===== src/rtl/hex_disp_scan_4dig.sv =====
// Four-digit hex display scanner: multiplexes a double-buffered 16-bit value onto a
// shared nibble bus with active-low anodes. Optional macro: LEADING_ZERO_BLANK_EN.
module hex_disp_scan_4dig #(
  parameter int DIV       = 50000,
  parameter int BLANK_CYC = 16
) (
  input  logic        clk,
  input  logic        rst,
  input  logic        ld,
  input  logic [15:0] din,
  output logic [3:0]  nib,
  output logic [3:0]  an,
  output logic        frame_sync,
  output logic        pend
);

  localparam int            CW       = (DIV > 1) ? $clog2(DIV) : 1;
  localparam logic [CW-1:0] CNT_LAST = CW'(DIV - 1);

  logic [CW-1:0] cnt;
  logic [1:0]    idx;
  logic [15:0]   shadow;
  logic [15:0]   disp;

  logic          slot_end;
  logic          wrap;
  logic          blank;
  logic [3:0]    suppress;
  logic [3:0]    nib_next;
  logic [3:0]    an_next;

  assign slot_end = (cnt == CNT_LAST);
  assign wrap     = slot_end && (idx == 2'd3);

  always_comb begin
    nib_next = 4'h0;
    case (idx)
      2'd0:    nib_next = disp[3:0];
      2'd1:    nib_next = disp[7:4];
      2'd2:    nib_next = disp[11:8];
      default: nib_next = disp[15:12];
    endcase
  end

  // Leading-zero suppression looks only at the committed value, never at shadow.
  always_comb begin
    suppress = 4'b0000;
`ifdef LEADING_ZERO_BLANK_EN
    suppress[1] = (disp[15:4]  == 12'h000);
    suppress[2] = (disp[15:8]  == 8'h00);
    suppress[3] = (disp[15:12] == 4'h0);
`endif
  end

  always_comb begin
    blank   = (32'(cnt) < BLANK_CYC);
    an_next = 4'b1111;
    if (!blank && !suppress[idx]) an_next = ~(4'b0001 << idx);
  end

  // Load handshake: ld is accepted on every edge (no ready); the last ld before a
  // wrap wins, and an ld on the wrap edge lands after the commit of the old shadow.
  always_ff @(posedge clk) begin
    if (rst) begin
      cnt        <= '0;
      idx        <= 2'd0;
      shadow     <= 16'h0000;
      disp       <= 16'h0000;
      pend       <= 1'b0;
      nib        <= 4'h0;
      an         <= 4'b1111;
      frame_sync <= 1'b0;
    end else begin
      nib        <= nib_next;
      an         <= an_next;
      frame_sync <= wrap;
      if (slot_end) begin
        cnt <= '0;
        idx <= idx + 2'd1;
      end else begin
        cnt <= cnt + 1'b1;
      end
      if (wrap && pend) begin
        disp <= shadow;
        pend <= 1'b0;
      end
      if (ld) begin
        shadow <= din;
        pend   <= 1'b1;
      end
    end
  end

endmodule

===== config.mk =====
export PLATFORM = sky130hd
export DESIGN_NAME = hex_disp_scan_4dig
export DESIGN_NICKNAME = d
export VERILOG_FILES = /design/src/rtl/hex_disp_scan_4dig.sv
export SDC_FILE = /design/constraint.sdc
export NUM_CORES = 1
export LEC_CHECK = 0
export CORE_ASPECT_RATIO = 0.8
export CORE_MARGIN = 3
export CORE_UTILIZATION = 55
export CTS_CLUSTER_SIZE = 16
export DETAILED_ROUTE_END_ITERATION = 6
export PLACE_DENSITY = 0.76
export SYNTH_ARGS = -nofsm -noshare
export SYNTH_HDL_FRONTEND = slang
export SYNTH_SLANG_ARGS = --single-unit
export TNS_END_PERCENT = 10

===== constraint.sdc =====
create_clock -name clk -period 2.22 [get_ports clk]
set_input_delay 0.222 -clock clk [delete_from_list [all_inputs] [get_ports clk]]
set_output_delay 0.222 -clock clk [all_outputs]
set_load 0.1 [all_outputs]

After elaboration in Yosys (flattened, before gate mapping)

Index checks and enable logic that the tools add are counted.

Input port bits: 19
Register bits after elaboration: 60
Logic and storage cells: 33
Output and inout bits: 10

Reduce and logical (&&, ||, !) cells: 9
Shift-type cells: 1
Equality and inequality tests: 4
Muxes and demuxes: 5
Bitwise gates (word level): 2
Add/sub/neg operators: 2
Magnitude comparators: 2

Operator list:

| kind                                                                   | number |
|---|---|
| 16-bit by 1-bit adder with 16-bit output (second input constant)       | 1 |
| 16-bit equality test (second input constant)                           | 1 |
| 16-bit by 5-bit < comparator with 1-bit output (second input constant) | 1 |
| 4-bit case mux with 3 select lines                                     | 1 |
| 2-bit equality test (second input constant)                            | 2 |
| 4-bit NOT                                                              | 1 |
| 2-bit OR reduction                                                     | 2 |
| 1-bit by 2-bit left shift with 4-bit output (first input constant)     | 1 |
| 1-bit logical AND                                                      | 3 |
| 2-bit by 3-bit < comparator with 1-bit output (second input constant)  | 1 |
| 1-bit two-way mux                                                      | 3 |
| 2-bit by 1-bit adder with 2-bit output (second input constant)         | 1 |
| 1-bit binary-select mux with 2-bit select                              | 1 |
| 2-bit by 1-bit equality test with 1-bit output (second input constant) | 1 |
| 1-bit logical NOT                                                      | 2 |
| 2-bit logical NOT                                                      | 1 |
| 2-bit nonzero test                                                     | 1 |
| 1-bit NOT                                                              | 1 |

Logic depth before layout (Yosys ltp)

Gate-level depths: netlist of run 1.

Depth in word-level cells: 6
Mapped depth: 7
Depth with buffers taken out: 6

Worst setup path after synthesis of run 1

OpenSTA, ideal clock, no wires.

Kind: flip-flop to flip-flop
From: register cnt[12]
To: register disp[10]
Path buffers: 2
Cell stages (with the launch flop): 7
Arrival time: 1.917 ns
Slack: 0.231 ns
Setup time: 0.072 ns
Cell sequence: dfxtp_1 -> or4_4 -> nor4_4 -> and3_1 -> buf_6 -> buf_12 -> mux2i_1

Cells in the longest elaborated chain, start to end: 3

RTL lines:

| what                   | RTL line | source |
|---|---|---|
| start, declared        | 20       | `logic [CW-1:0] cnt;` |
| start signal, assigned | 81       | `cnt <= cnt + 1'b1;` |
| 16-bit equality test   | 32       | `assign slot_end = (cnt == CNT_LAST);` |
| 1-bit logical AND      | 33       | `assign wrap = slot_end && (idx == 2'd3);` |
| 1-bit logical AND      | 83       | `if (wrap && pend) begin` |
| end signal, assigned   | 84       | `disp <= shadow;` |
| end, declared          | 23       | `logic [15:0] disp;` |

Every way passes these cells.
A chain may end at the register's enable or synchronous reset.

Final worst setup path of run 1

From: register cnt[12]
To: register cnt[14]

Cells in the longest elaborated chain, start to end: 2

RTL lines:

| what |
|---|
| parallel branches: the longest is 2 deep, another holds 16-bit by 1-bit adder with 16-bit output |

Parallel ways; which one is timed is not known.

==> summary.md, run 1 <==
| Metric | Value |
|---|---|
| Yosys top cell area share | `0.471` |
| Number of diodes | `0` |
| GRT overflow | `0` |
| First-pass GRT wire length | `between 7 and 8 mm` |
| Reg-to-Reg Start | `cnt[12]` |
| IO Port Bufs | `28` |
| H-tree depth | `3` |
| WP data required | `approximately 2.4 ns` |
| Largest delay share family, worst path | `simple AND/OR/NAND/NOR gates` |
| Data arrival, critical path | `between 2 and 2.5 ns` |
| Core ar. | `between 0.004 and 0.005 sq mm` |
| Fin Setup TNS | `0 ns` |
| Routed wire length | `between 4 and 5 mm` |
| Crit. Startpoint | `cnt[12]` |
| Sink Count | `60` |
| Transition time at the pin with the least slew margin | `between 0.3 and 0.4 ns` |
| Area Growth Syn to Fin | `18.4%` |
| Initial DRC Count | `116` |
| Most frequent cells in the layout | `60 x dfxtp_1, 44 x nor2_1, 33 x mux2i_1, 20 x or2b_1, 18 x clkdlybuf4s50_1` |
| Non-Filler Instances | `345` |
| Final hold slack | `around 0.47 ns` |
| Share of layout cells above drive strength 1 | `0.115` |
| Max-cap violations | `0` |
| Crit-path slowest cell | `or4_4` |
| Detailed-route via count | `1769` |
| Peak VDD IR | `0.479 mV` |
| Final Worst Setup Slack | `~0.23 ns` |
| Largest area contributor in the netlist | `dfxtp_1` |
| Num ports | `29` |
| DRC | `0` |
| Mapped Area | `roughly 0.0026 sq mm` |
| Post-CTS setup buffer count | `0` |
| Top_reg_cell synth | `dfxtp_1` |
| Post-DP HPWL | `3.19 mm` |
| Hold buffers post-CTS | `0` |
| Largest cells by area after synthesis | `dfxtp_1 47%, mux2i_1 13%, nor2_1 6.5%` |
| Clock root cell | `clkbuf_8` |
| Syn_nets | `roughly 280` |
| 1st-pass router iterations | `6` |
| Fin crit share | `0.897` |
| Tightest Hold Check Type | `flip-flop to flip-flop` |
| Clock Pin Slew Worst Setup and Hold Paths | `about 0.06 ns` |
| Initial core utilization | `0.589` |
| Number of synthesized register bits | `60` |
| Unrepaired setup endpoints after global routing | `false` |
| Launch point of the worst hold path | `shadow[1]` |
| Largest net degree at the start of global routing | `between 50 and 60` |
| Placed Cells | `between 300 and 400` |
| Num CTS Buffers | `9` |
| Vias in the first global route | `~1700` |
| Max Freq | `roughly 0.5 GHz` |
| Final clock skew | `around 0.0086 ns` |
| Setup CP Type | `flip-flop to flip-flop` |
| Largest fanout on the critical path | `15` |
| Die outline width | `approximately 82 microns` |
| Routed vias/inst | `5.13` |
| CTS tree | `yes` |
| Status | `complete, no violations` |
| Mean Syn Cell Area | `between 9 and 10 sq um` |
| Worst Setup Slack post-DPL | `~0.23 ns` |
| Max Buffers Root-to-Sink | `2` |
| Synthesis Warnings | `0` |
| Commonest non-fill, non-tap cell in the layout | `dfxtp_1` |
| Crit-path cells | `or4_4, nor4_4, buf_4, or2_2, o21ba_2` |
| Routed wire per std cell | `13.2 microns` |
| Gates resized, CTS repair | `0` |
| Fin. max-slew vios | `0` |
| Critical Path Start Type | `flip-flop` |
| Die area | `about 0.0055 sq mm` |
| Row cnt | `21` |
| Library cells used by synthesis | `33` |
| Die Y | `66.9 microns` |
| Slew headroom | `0.756` |
| Max incr delay on CP | `0.56 ns` |
| Worst setup EP type | `flip-flop` |
| Ys async rst share | `0` |
| Clock Latency Late Sink | `0.33 ns` |
| Min Tclk post-route | `~2 ns` |
| Post-synth EDFFs | `0` |
| Fillcell total | `roughly 380` |
| GP Congestion | `approximately 0.9` |
| Total track usage | `0.194` |
| Final Net Count | `309` |
| Part of the Yosys area used for sequential elements | `0.471` |
| Pwr dens | `706 mW/mm^2` |
| WP buf/inv | `1` |
| Final Hold Vio Count | `0` |
| FF-to-FF setup slack | `between 0.2 and 0.25 ns` |
| Cells after Synth | `256` |
| Final setup viols | `0` |
| Initial antenna violation count | `0` |
| Static leakage | `between 1 and 1.5 nW` |
| ANT nets after route | `0` |
-- path summary, 6_finish.rpt --
check / cells after the start / end
min reg2reg: 2 / disp[1]
max: 5 / cnt[14]
min: 2 / disp[1]
max reg2reg: 5 / cnt[14]
-- state kept, by name, summed over array words and instances (netlist names) --
name	cells
nib	4
frame_sync	1
idx	2
shadow	16
pend	1
an	4
disp	16
cnt	16
-- Yosys cell counts, drive strengths merged (6+ instances only) --
cell,instances
xor2,8
nand2b,12
ha,6
dfxtp,60
clkbuf,10
nor2,44
xnor2,6
mux2i,33
or2b,20
nand2,8
nand4,9
-- worst register-to-register path: cells and delay by family, from the launching register on --
| family | cells | cell delay [ns] |
|---|---|---|
| AND/OR/NAND/NOR | 3 | 1.16 |
| flip-flops | 1 | 0.34 |
| buffers and inverters | 1 | 0.18 |
| AO/OA/AOI/OAI | 1 | 0.20 |
-- through the flow --
step / utilization / area, sq um / power, mW
final: 0.697 / 3020 / 2.13
after global placement: 0.654 / 2830 / 1.26
after global routing: 0.697 / 3020 / 2.23
after detailed placement: 0.654 / 2830 / 1.26
after floorplan: - / 2550 / 1.21
after CTS: 0.697 / 3020 / 2.16
-- cell type report --
cell class                      count  area (sq um)  area share
Clock buffer                       14           183      0.0605
Inverter                            4          15.0     0.00497
Tap cell                           57          71.3      0.0236
Timing Repair Buffer               32           310       0.103
Multi-Input combinational cell    177          1240       0.409
Sequential cell                    60          1200       0.398
Clock inverter                      1          5.00     0.00166
-- per-layer routing --
metal	wire length [microns]	vias to the layer above	share of wire	global-route usage
met5	0	-	0	0
met4	84	0	0.018	0.0934
met3	358	8	0.079	0.0622
met2	1710	57	0.38	0.256
met1	2400	781	0.53	0.277
li1	-	923	-	-
-- power by group --
part	switching [mW]	internal [mW]	total (mW)
logic	0.0570	0.0658	0.123
registers	0.0144	1.10	1.11
clock network	0.377	0.519	0.896
total	0.448	1.69	2.13
-- cell families after synthesis --
logic type      Yosys count  synth area share
buf+inv                  19            0.0451
xor+xnor                 14            0.0480
fa+ha+maj                 6            0.0294
flops                    60             0.471
simple gates            113             0.244
mux                      33             0.129
compound gates           11            0.0338
Power figures use the tool's default switching activity.
==> inputs of run 2 (changes only) <==
--- a/config.mk
+++ b/config.mk
@@ -7,10 +7,10 @@
 export LEC_CHECK = 0
 export CORE_ASPECT_RATIO = 0.8
 export CORE_MARGIN = 3
-export CORE_UTILIZATION = 55
+export CORE_UTILIZATION = 45
 export CTS_CLUSTER_SIZE = 16
 export DETAILED_ROUTE_END_ITERATION = 6
-export PLACE_DENSITY = 0.76
+export PLACE_DENSITY = 0.64
 export SYNTH_ARGS = -nofsm -noshare
 export SYNTH_HDL_FRONTEND = slang
 export SYNTH_SLANG_ARGS = --single-unit
==> run 2 against run 1 <==
  * First-iteration DRC count rose by 5.2%
  * Global-route usage decreased by 4.1 points
  * Largest power group unchanged
  * Sequential power is essentially flat
  * Clock power shrank 5.6%
==> summary.md, run 2 (synthesis results as in run 1) <==
| Metric | Value |
|---|---|
| Final setup viols | `0` |
| Max Buffers Root-to-Sink | `2` |
| RR Endpoint | `disp[10]` |
| Busiest grt layer | `met1` |
| Commonest non-fill, non-tap cell in the layout | `dfxtp_1` |
| Total Power Consumption | `about 2.1 mW` |
| Regs by FF count | `cnt x16, disp x16, shadow x16` |
| Transition time at the pin with the least slew margin | `approximately 0.5 ns` |
| Sink Count | `60` |
| Unrepaired setup endpoints after global routing | `false` |
| Die area | `approximately 0.0066 sq mm` |
| Row cnt | `23` |
| Worst setup EP type | `flip-flop` |
| 1st-pass router iterations | `4` |
| Static leakage | `1.15 nW` |
| Clock root cell | `clkbuf_8` |
| Final Hold Vio Count | `0` |
| Routed wire length | `4.58 mm` |
| Worst Setup Slack post-DPL | `approximately 0.31 ns` |
| Vias in the first global route | `~1700` |
| GR Layer Usage met1 | `0.218` |
| Pwr dens | `689 mW/mm^2` |
| Clock network power share | `0.406` |
| Post-CTS setup buffer count | `0` |
| Share of layout cells above drive strength 1 | `0.114` |
| Launch point of the worst hold path | `cnt[0]` |
| Fin crit share | `0.865` |
| Hold buffers post-CTS | `0` |
| Slew headroom | `0.676` |
| Status | `complete, no violations` |
| GRT overflow | `0` |
| Max incr delay on CP | `~0.57 ns` |
| Final hold slack | `roughly 0.47 ns` |
| Peak VDD IR | `between 0.4 and 0.5 mV` |
| Setup CP Type | `flip-flop to flip-flop` |
| Min Tclk post-route | `between 1.5 and 2 ns` |
| Non-Filler Instances | `364` |
| Hold EP | `cnt[0]` |
| Routed vias/inst | `4.88` |
| Num CTS Buffers | `9` |
| Sequential power share | `0.536` |
| Clock Pin Slew Worst Setup and Hold Paths | `0.06 ns` |
| Initial DRC Count | `~120` |
| Met2 GRT Util | `0.201` |
| H-tree depth | `3` |
| Fin. max-slew vios | `0` |
| Critical Path Start Type | `flip-flop` |
| Crit-path slowest cell | `or4_4` |
| Detailed-route via count | `between 1500 and 2000` |
| Largest net degree at the start of global routing | `59` |
| Clock Latency Late Sink | `between 0.3 and 0.4 ns` |
| Placed Cells | `around 350` |
| Initial antenna violation count | `0` |
| Max Freq | `around 0.52 GHz` |
| Total track usage | `0.153` |
| Routed wire per std cell | `between 10 and 15 microns` |
| Final Worst Setup Slack | `about 0.3 ns` |
| Post-DP HPWL | `3.13 mm` |
| Tightest Hold Check Type | `flip-flop to flip-flop` |
| GP Congestion | `between 0.8 and 0.9` |
| Final clock skew | `0.00740 ns` |
| FF-to-FF path depth | `5` |
| Data arrival, critical path | `~2.2 ns` |
| Crit-path cells | `or4_4, nor4_4, and3_1, buf_12, mux2i_1` |
| Max-cap violations | `0` |
| Hold Crit Depth | `1` |
| Fin Setup TNS | `0 ns` |
| FF-to-FF setup slack | `about 0.30 ns` |
| IO Port Bufs | `28` |
| First-pass GRT wire length | `~8 mm` |
| Proportion of power drawn by combinational gates | `0.058` |
| Die Y | `around 73 microns` |
| CTS tree | `yes` |
| ANT nets after route | `0` |
| Num ports | `29` |
| Number of diodes | `0` |
| Core ar. | `approximately 0.0052 sq mm` |
| Gates resized, CTS repair | `0` |
| Die outline width | `about 90 microns` |
| Area Growth Syn to Fin | `18.3%` |
| Initial core utilization | `0.487` |
| P_sw | `0.459 mW` |
| M3 GR Usage | `0.0614` |
| Reg-to-Reg Start | `cnt[12]` |
| Most frequent cells in the layout | `60 x dfxtp_1, 44 x nor2_1, 33 x mux2i_1, 20 x or2b_1, 18 x clkdlybuf4s50_1` |
| Final Net Count | `310` |
| DRC | `0` |
| WP data required | `between 2 and 2.5 ns` |
| P_int | `around 1.6 mW` |
| Largest fanout on the critical path | `16` |
| Sw Share | `0.221` |
## run 2: cell types whose count changed in the layout (fill, tap and decap cells not counted), sizes merged
cell	previous run	this run
clkinv	1	2
clkbuf	14	13
buf	14	15
## run 2: final cells by class
cell class / count / area, sq um
repair buffers: 33 / 305
fillers: 501 / 2220
flip-flops and latches: 60 / 1200
inverters: 4 / 15.0
multi-input cells: 177 / 1240
well taps: 75 / 93.8
clock buffers: 13 / 159
clock inverters: 2 / 10.0
## run 2: routing by layer
layer	wire length [microns]	vias up
li1	-	925
met1	2600	789
met2	1640	57
met3	292	5
met4	46	0
met5	0	-
## run 2: worst max-delay path by stage
| stage | startpoint | endpoint | slack, ns | cells past startpoint |
|---|---|---|---|---|
| global placement | cnt[12] | disp[12] | 0.37 | 5 |
| global route | cnt[12] | disp[10] | 0.19 | 5 |
| floorplan | cnt[12] | disp[10] | 0.23 | 6 |
| finish | cnt[12] | disp[10] | 0.30 | 5 |
| CTS | cnt[12] | disp[10] | 0.30 | 5 |
| detailed placement | cnt[12] | disp[12] | 0.31 | 5 |
## run 2: per-stage QoR
step                instance area (sq um)   util
floorplan                            2550      -
global placement                     2850  0.544
detailed placement                   2850  0.544
CTS                                  3020  0.577
global route                         3020  0.577
finish                               3020  0.577
## run 2: power groups by stage
stage	Clock, mW	Sequential [mW]	Combinational [mW]
finish	0.846	1.11	0.120
global placement	0	1.14	0.121
CTS	0.871	1.11	0.122
detailed placement	0	1.14	0.121
global route	0.913	1.12	0.134
floorplan	0	1.14	0.0689
## run 2: critical path: cells and delay by family (launching register included)
kind	cells	cell delay [ns]
and+or+nand+nor	3	1.12
DFF	1	0.34
muxes	1	0.21
buffers and inverters	1	0.18
==> inputs of run 3 (changes only) <==
--- a/config.mk
+++ b/config.mk
@@ -5,6 +5,7 @@
 export SDC_FILE = /design/constraint.sdc
 export NUM_CORES = 1
 export LEC_CHECK = 0
+export CAP_MARGIN = 20
 export CORE_ASPECT_RATIO = 0.8
 export CORE_MARGIN = 3
 export CORE_UTILIZATION = 45
==> results of run 3 <==
No change in the layout: final DEF, timing and power equal those of run 2.
